### src/rtl/gray_tap_selector.sv
// Selects tap_in[b-TAP_LSB] when the gray timebase changes in exactly one in-window bit b.
// Latency: 1 edge from gray/tap sample to registered out_muxed, sel_idx, sel_valid and toggle_strobe.
// Backpressure: none; en=0 freezes state and forces a re-prime before detection resumes.
module gray_tap_selector #(
  parameter int N_TAPS  = 10,
  parameter int GRAY_W  = 17,
  parameter int TAP_LSB = 1,
  localparam int IDX_W  = (N_TAPS > 1) ? $clog2(N_TAPS) : 1
) (
  input  logic              clk_ext,
  input  logic              rst,
  input  logic              en,
  input  logic [GRAY_W-1:0] gray_in,
  input  logic [N_TAPS-1:0] tap_in,
  input  logic              hold_mode,
  output logic              out_muxed,
  output logic [IDX_W-1:0]  sel_idx,
  output logic              sel_valid,
  output logic              toggle_strobe,
  output logic              gray_err
);

  generate
    if (N_TAPS < 1 || TAP_LSB < 0 || TAP_LSB + N_TAPS > GRAY_W) begin : g_bad_cfg
      $error("gray_tap_selector: tap window does not fit inside the gray timebase");
    end
  endgenerate

  logic [GRAY_W-1:0] gray_q;
  logic              primed;

  logic [GRAY_W-1:0] diff;
  logic              multi;
  logic              in_win;
  logic [IDX_W-1:0]  hit_idx;
  logic [IDX_W-1:0]  nxt_idx;
  logic              nxt_valid;
  logic              nxt_bit;

  always_comb begin
    diff    = gray_in ^ gray_q;
    // Clearing the lowest set bit leaves something only when two or more bits flipped.
    multi   = |(diff & (diff - GRAY_W'(1)));
    hit_idx = '0;
    in_win  = 1'b0;
    for (int i = 0; i < N_TAPS; i++) begin
      if (diff[TAP_LSB + i]) begin
        hit_idx = IDX_W'(i);
        in_win  = ~multi;
      end
    end

    nxt_idx   = sel_idx;
    nxt_valid = sel_valid;
    if (primed) begin
      if (in_win) begin
        nxt_idx   = hit_idx;
        nxt_valid = 1'b1;
      end else if (!hold_mode) begin
        nxt_valid = 1'b0;
      end
    end

    nxt_bit = 1'b0;
    for (int i = 0; i < N_TAPS; i++) begin
      if (nxt_idx == IDX_W'(i)) nxt_bit = tap_in[i];
    end
  end

  always_ff @(posedge clk_ext) begin
    if (rst) begin
      gray_q        <= '0;
      primed        <= 1'b0;
      out_muxed     <= 1'b0;
      sel_idx       <= '0;
      sel_valid     <= 1'b0;
      toggle_strobe <= 1'b0;
      gray_err      <= 1'b0;
    end else if (!en) begin
      primed        <= 1'b0;
      toggle_strobe <= 1'b0;
    end else begin
      gray_q        <= gray_in;
      primed        <= 1'b1;
      toggle_strobe <= primed & in_win;
      if (primed && multi) gray_err <= 1'b1;
      sel_idx       <= nxt_idx;
      sel_valid     <= nxt_valid;
      out_muxed     <= nxt_valid & nxt_bit;
    end
  end

endmodule

### config.mk
export PLATFORM = sky130hd
export DESIGN_NAME = gray_tap_selector
export DESIGN_NICKNAME = d
export VERILOG_FILES = /design/src/rtl/gray_tap_selector.sv
export SDC_FILE = /design/constraint.sdc
export NUM_CORES = 1
export LEC_CHECK = 0
export CORE_MARGIN = 2
export CORE_UTILIZATION = 53
export DETAILED_ROUTE_END_ITERATION = 6
export PLACE_DENSITY = 0.84
export RECOVER_POWER = 50
export SLEW_MARGIN = 25
export SYNTH_ARGS = -nofsm -noshare
export SYNTH_HDL_FRONTEND = slang
export SYNTH_SLANG_ARGS = --single-unit
### constraint.sdc
create_clock -name clk_ext -period 6.6 [get_ports clk_ext]
set_input_delay 1.98 -clock clk_ext [delete_from_list [all_inputs] [get_ports clk_ext]]
set_output_delay 1.98 -clock clk_ext [all_outputs]
set_load 0.05 [all_outputs]
==> summary.md <==
| Metric | Value |
|---|---|
| Status | finished, final reports clean |
| Clock H-tree levels | 1 |
| Hold endpoint | gray_err$_SDFFE_PP0P_ |
| Yosys reg bits | 26 |
| Area Growth Syn to Fin | 25.7% |
| GR Util All Layers | 20.8% |
| Layout cells sized above 1 | between 10% and 20% |
| Hold path start | gray_err$_SDFFE_PP0P_ |
| Internal | 231 uW |
| Most frequent cells in the layout | clkdlybuf4s50_1, nor2_1, mux2i_1, dfxtp_1, nand2_1 |
| Tmin final | 4.85 ns |
| Max cap viols | 0 |
| Final Setup Violations | 0 |
| Worst path required time | ~6.8 ns |
| Antenna violations before repair | 0 |
| FF-to-FF End | out_muxed$_SDFFE_PP0P_ |
| Iter 0 DRT Violations | 42 |
| Core area | 3030 sq um |
| # DRC | 0 |
| Max VDD drop | 105 uV |
| Overall power | between 300 and 400 uW |
| Slew HR | 41.0% |
| Crit path buf inv count | 1 |
| EDFF count, synth | 0 |
| RSZ-0062 raised after global routing | no |
| Synthesized Nets | 208 |
| Remaining global-route overflow | 0 |
| Final instance area | roughly 2100 sq um |
| GP Congestion | 0.856 |
| Reg2reg path depth | 10 |
| Hold Fails Final Rpt | 0 |
| Via/cell ratio | ~5.7 |
| IO Port Bufs | 38 |
| TritonCTS Buffers | 3 |
| FP Rows | 20 |
| Worst-path maximum fanout | 7 |
| Period utilization | 73.5% |
| Via count | 1447 |
| Arr. time, crit path | 5.02 ns |
| Setup TNS | 0 ns |
| Layout Skew | a little over 0.008 ns |
| Die ar. | 3620 sq um |
| Delay of the slowest critical-path stage | 0.46 ns |
| Switching share of power | 31.4% |
| Total clock sinks | 26 |
| Top_reg_cell synth | dfxtp_1 |
| Post-CTS Setup Bufs | 0 |
| Actual slew at the worst max-slew pin | around 0.88 ns |
| 1st-pass router iterations | 5 |
| Commonest non-fill, non-tap cell in the layout | clkdlybuf4s50_1 |
| Clk_lat worst skew | ~0.33 ns |
| First-pass GRT wire length | 5.73 mm |
| Final cell count without fillers | 256 |
| Post-DR wirelength/cell | 14.1 um |
| Worst Setup Slack, final | about 1.8 ns |
| Worst setup SP type | input port |
| Dpl hpwl | 2.81 mm |
| Async S/R FF share, synth | 0% |
| Hold Crit Class | register to register |
| Mean Syn Cell Area | 9.44 sq um |
| Initial Util | 55.2% |
| Netlist Area Pre-Place | about 1700 sq um |
| CTS root buf | clkbuf_4 |
| Hold-fix buffer count after cts | 0 |
| Die X | 60.2 um |
| Worst path slowest cell | clkdlybuf4s50_1 |
| Clk pin slew, worst setup/hold paths | 0.13 ns |
| Vias in the first global route | 1404 |
| DRT antenna net count | 0 |
| Comb pwr share | 29.2% |
| Ant diodes | 0 |
| Die Height | around 60 um |
| Critical Path End Type | register |
| CTS resizes | 0 |
| Slew Viols, Final | 0 |
| Post-Place Setup Slack | 1.46 ns |
| Post-Place Cells | 253 |
| Crit path kind | input port to register |
| Largest net degree at the start of global routing | 26 |
| Worst Hold Depth | 2 |
| Crit Reg-Reg Startpoint | gray_q[3]$_SDFFE_PP0P_ |
| Fill cell total of the finished layout | between 200 and 250 |
| Worst path cell trace | clkdlybuf4s50_1 -> xnor2_2 -> nand3_2 -> o31ai_1 -> a31oi_1 -> nor4_4 -> nand3_4 -> mux2i_4 -> mux2_2 -> a22oi_1 -> o32ai_1 |
| Drt total wl | 3.61 mm |
| Net Sw Power | 106 uW |
| Clk network pwr share | about a fifth |
| Ys Warns | 0 |
| Pwr dens | ~160 nW/um^2 |
| Worst path top cell family by delay | compound AO/OA/AOI/OAI gates |
| Mapped Cells | 177 |
| Nets | 245 |
| Leak | around 0.00086 uW |
| Fmax | between 200 and 250 MHz |
| Reg2reg setup slack | 3.51 ns |
| CTS Buffer Depth | 2 |
| DP Area | slightly above 2000 sq um |
| CTS tree | yes |
| Seq/Total Area, Yosys | 31.1% |
| Yosys cell types | 44 |
| # IOs | 39 |
| Seq pwr share | 50.5% |
[metrics by stage]
| step | hold WS [ns] | utilization [%] |
|---|---|---|
| after floorplan | 0.481 | - |
| after global routing | 0.557 | 69.4 |
| final | 0.500 | 69.4 |
| after detailed placement | 0.484 | 68.7 |
| after global placement | 0.457 | 68.8 |
| after CTS | 0.513 | 69.4 |
[power by group through the flow]
| stage | logic, uW | clock network [uW] | registers [uW] |
|---|---|---|---|
| after floorplan | 61.9 | 0 | 175 |
| after global placement | 96.3 | 0 | 174 |
| after detailed placement | 97.7 | 0 | 174 |
| after CTS | 98.3 | 68.5 | 171 |
| after global routing | 107 | 72.2 | 171 |
| final | 98.6 | 68.2 | 170 |
[layer usage]
| metal | GRT usage, % | up-vias | wire (um) |
|---|---|---|---|
| li1 | - | 712 | - |
| met1 | 24.4 | 652 | 1560 |
| met2 | 35.6 | 68 | 1690 |
| met3 | 3.25 | 15 | 224 |
| met4 | 12.1 | 0 | 127 |
| met5 | 0 | - | 0 |
[synthesized netlist by cell type (3+ instances only)]
library cell,count,area [sq um]
a211oi_1,3,22.5
a21oi_1,5,25.0
a31o_2,3,26.3
a31oi_1,4,25.0
clkbuf_1,4,15.0
dfxtp_1,26,521
mux2i_1,26,260
nand2_1,9,33.8
nand4_1,3,18.8
nor2_1,32,120
o21ai_0,5,25.0
xnor2_1,7,61.3
xnor2_2,8,130
xor2_1,5,43.8
[tightest hold or removal path: stages, from the launching register on]
cell and delay [ns]:
dfxtp_1 0.36, a31oi_1 0.04, nor2_1 0.07
[worst max path at each step]
stage / startpoint / end / cells after the start
floorplan: gray_in[0] / out_muxed$_SDFFE_PP0P_ / 10
global placement: gray_in[3] / out_muxed$_SDFFE_PP0P_ / 11
detailed placement: gray_in[3] / out_muxed$_SDFFE_PP0P_ / 11
CTS: gray_in[3] / out_muxed$_SDFFE_PP0P_ / 11
global route: gray_in[3] / out_muxed$_SDFFE_PP0P_ / 11
finish: gray_in[3] / out_muxed$_SDFFE_PP0P_ / 11
[area by class of cell]
cell class / count / area, sq um / area share, %
multi-input combinational: 143 / 1120 / 53.3
sequential: 26 / 520 / 24.8
timing repair buffer: 38 / 375 / 17.9
tap: 44 / 55.1 / 2.62
clock buffer: 3 / 22.5 / 1.07
inverter: 2 / 7.51 / 0.357
[flip-flops by register name, summed over array words and instances (netlist names)]
signal / count
gray_err: 1
gray_q: 17
out_muxed: 1
primed: 1
sel_idx: 4
sel_valid: 1
toggle_strobe: 1
[kinds of logic (layout without fill, tap and decap cells)]
kind of cell / after synthesis / after routing / synth area share, %
flops: 26 / 26 / 31.1
buf+inv: 8 / 43 / 1.80
mux: 29 / 29 / 18.9
simple gates: 64 / 64 / 21.6
compound gates: 30 / 30 / 12.4
xor+xnor: 20 / 20 / 14.1
(Power assumes the default switching activity.)
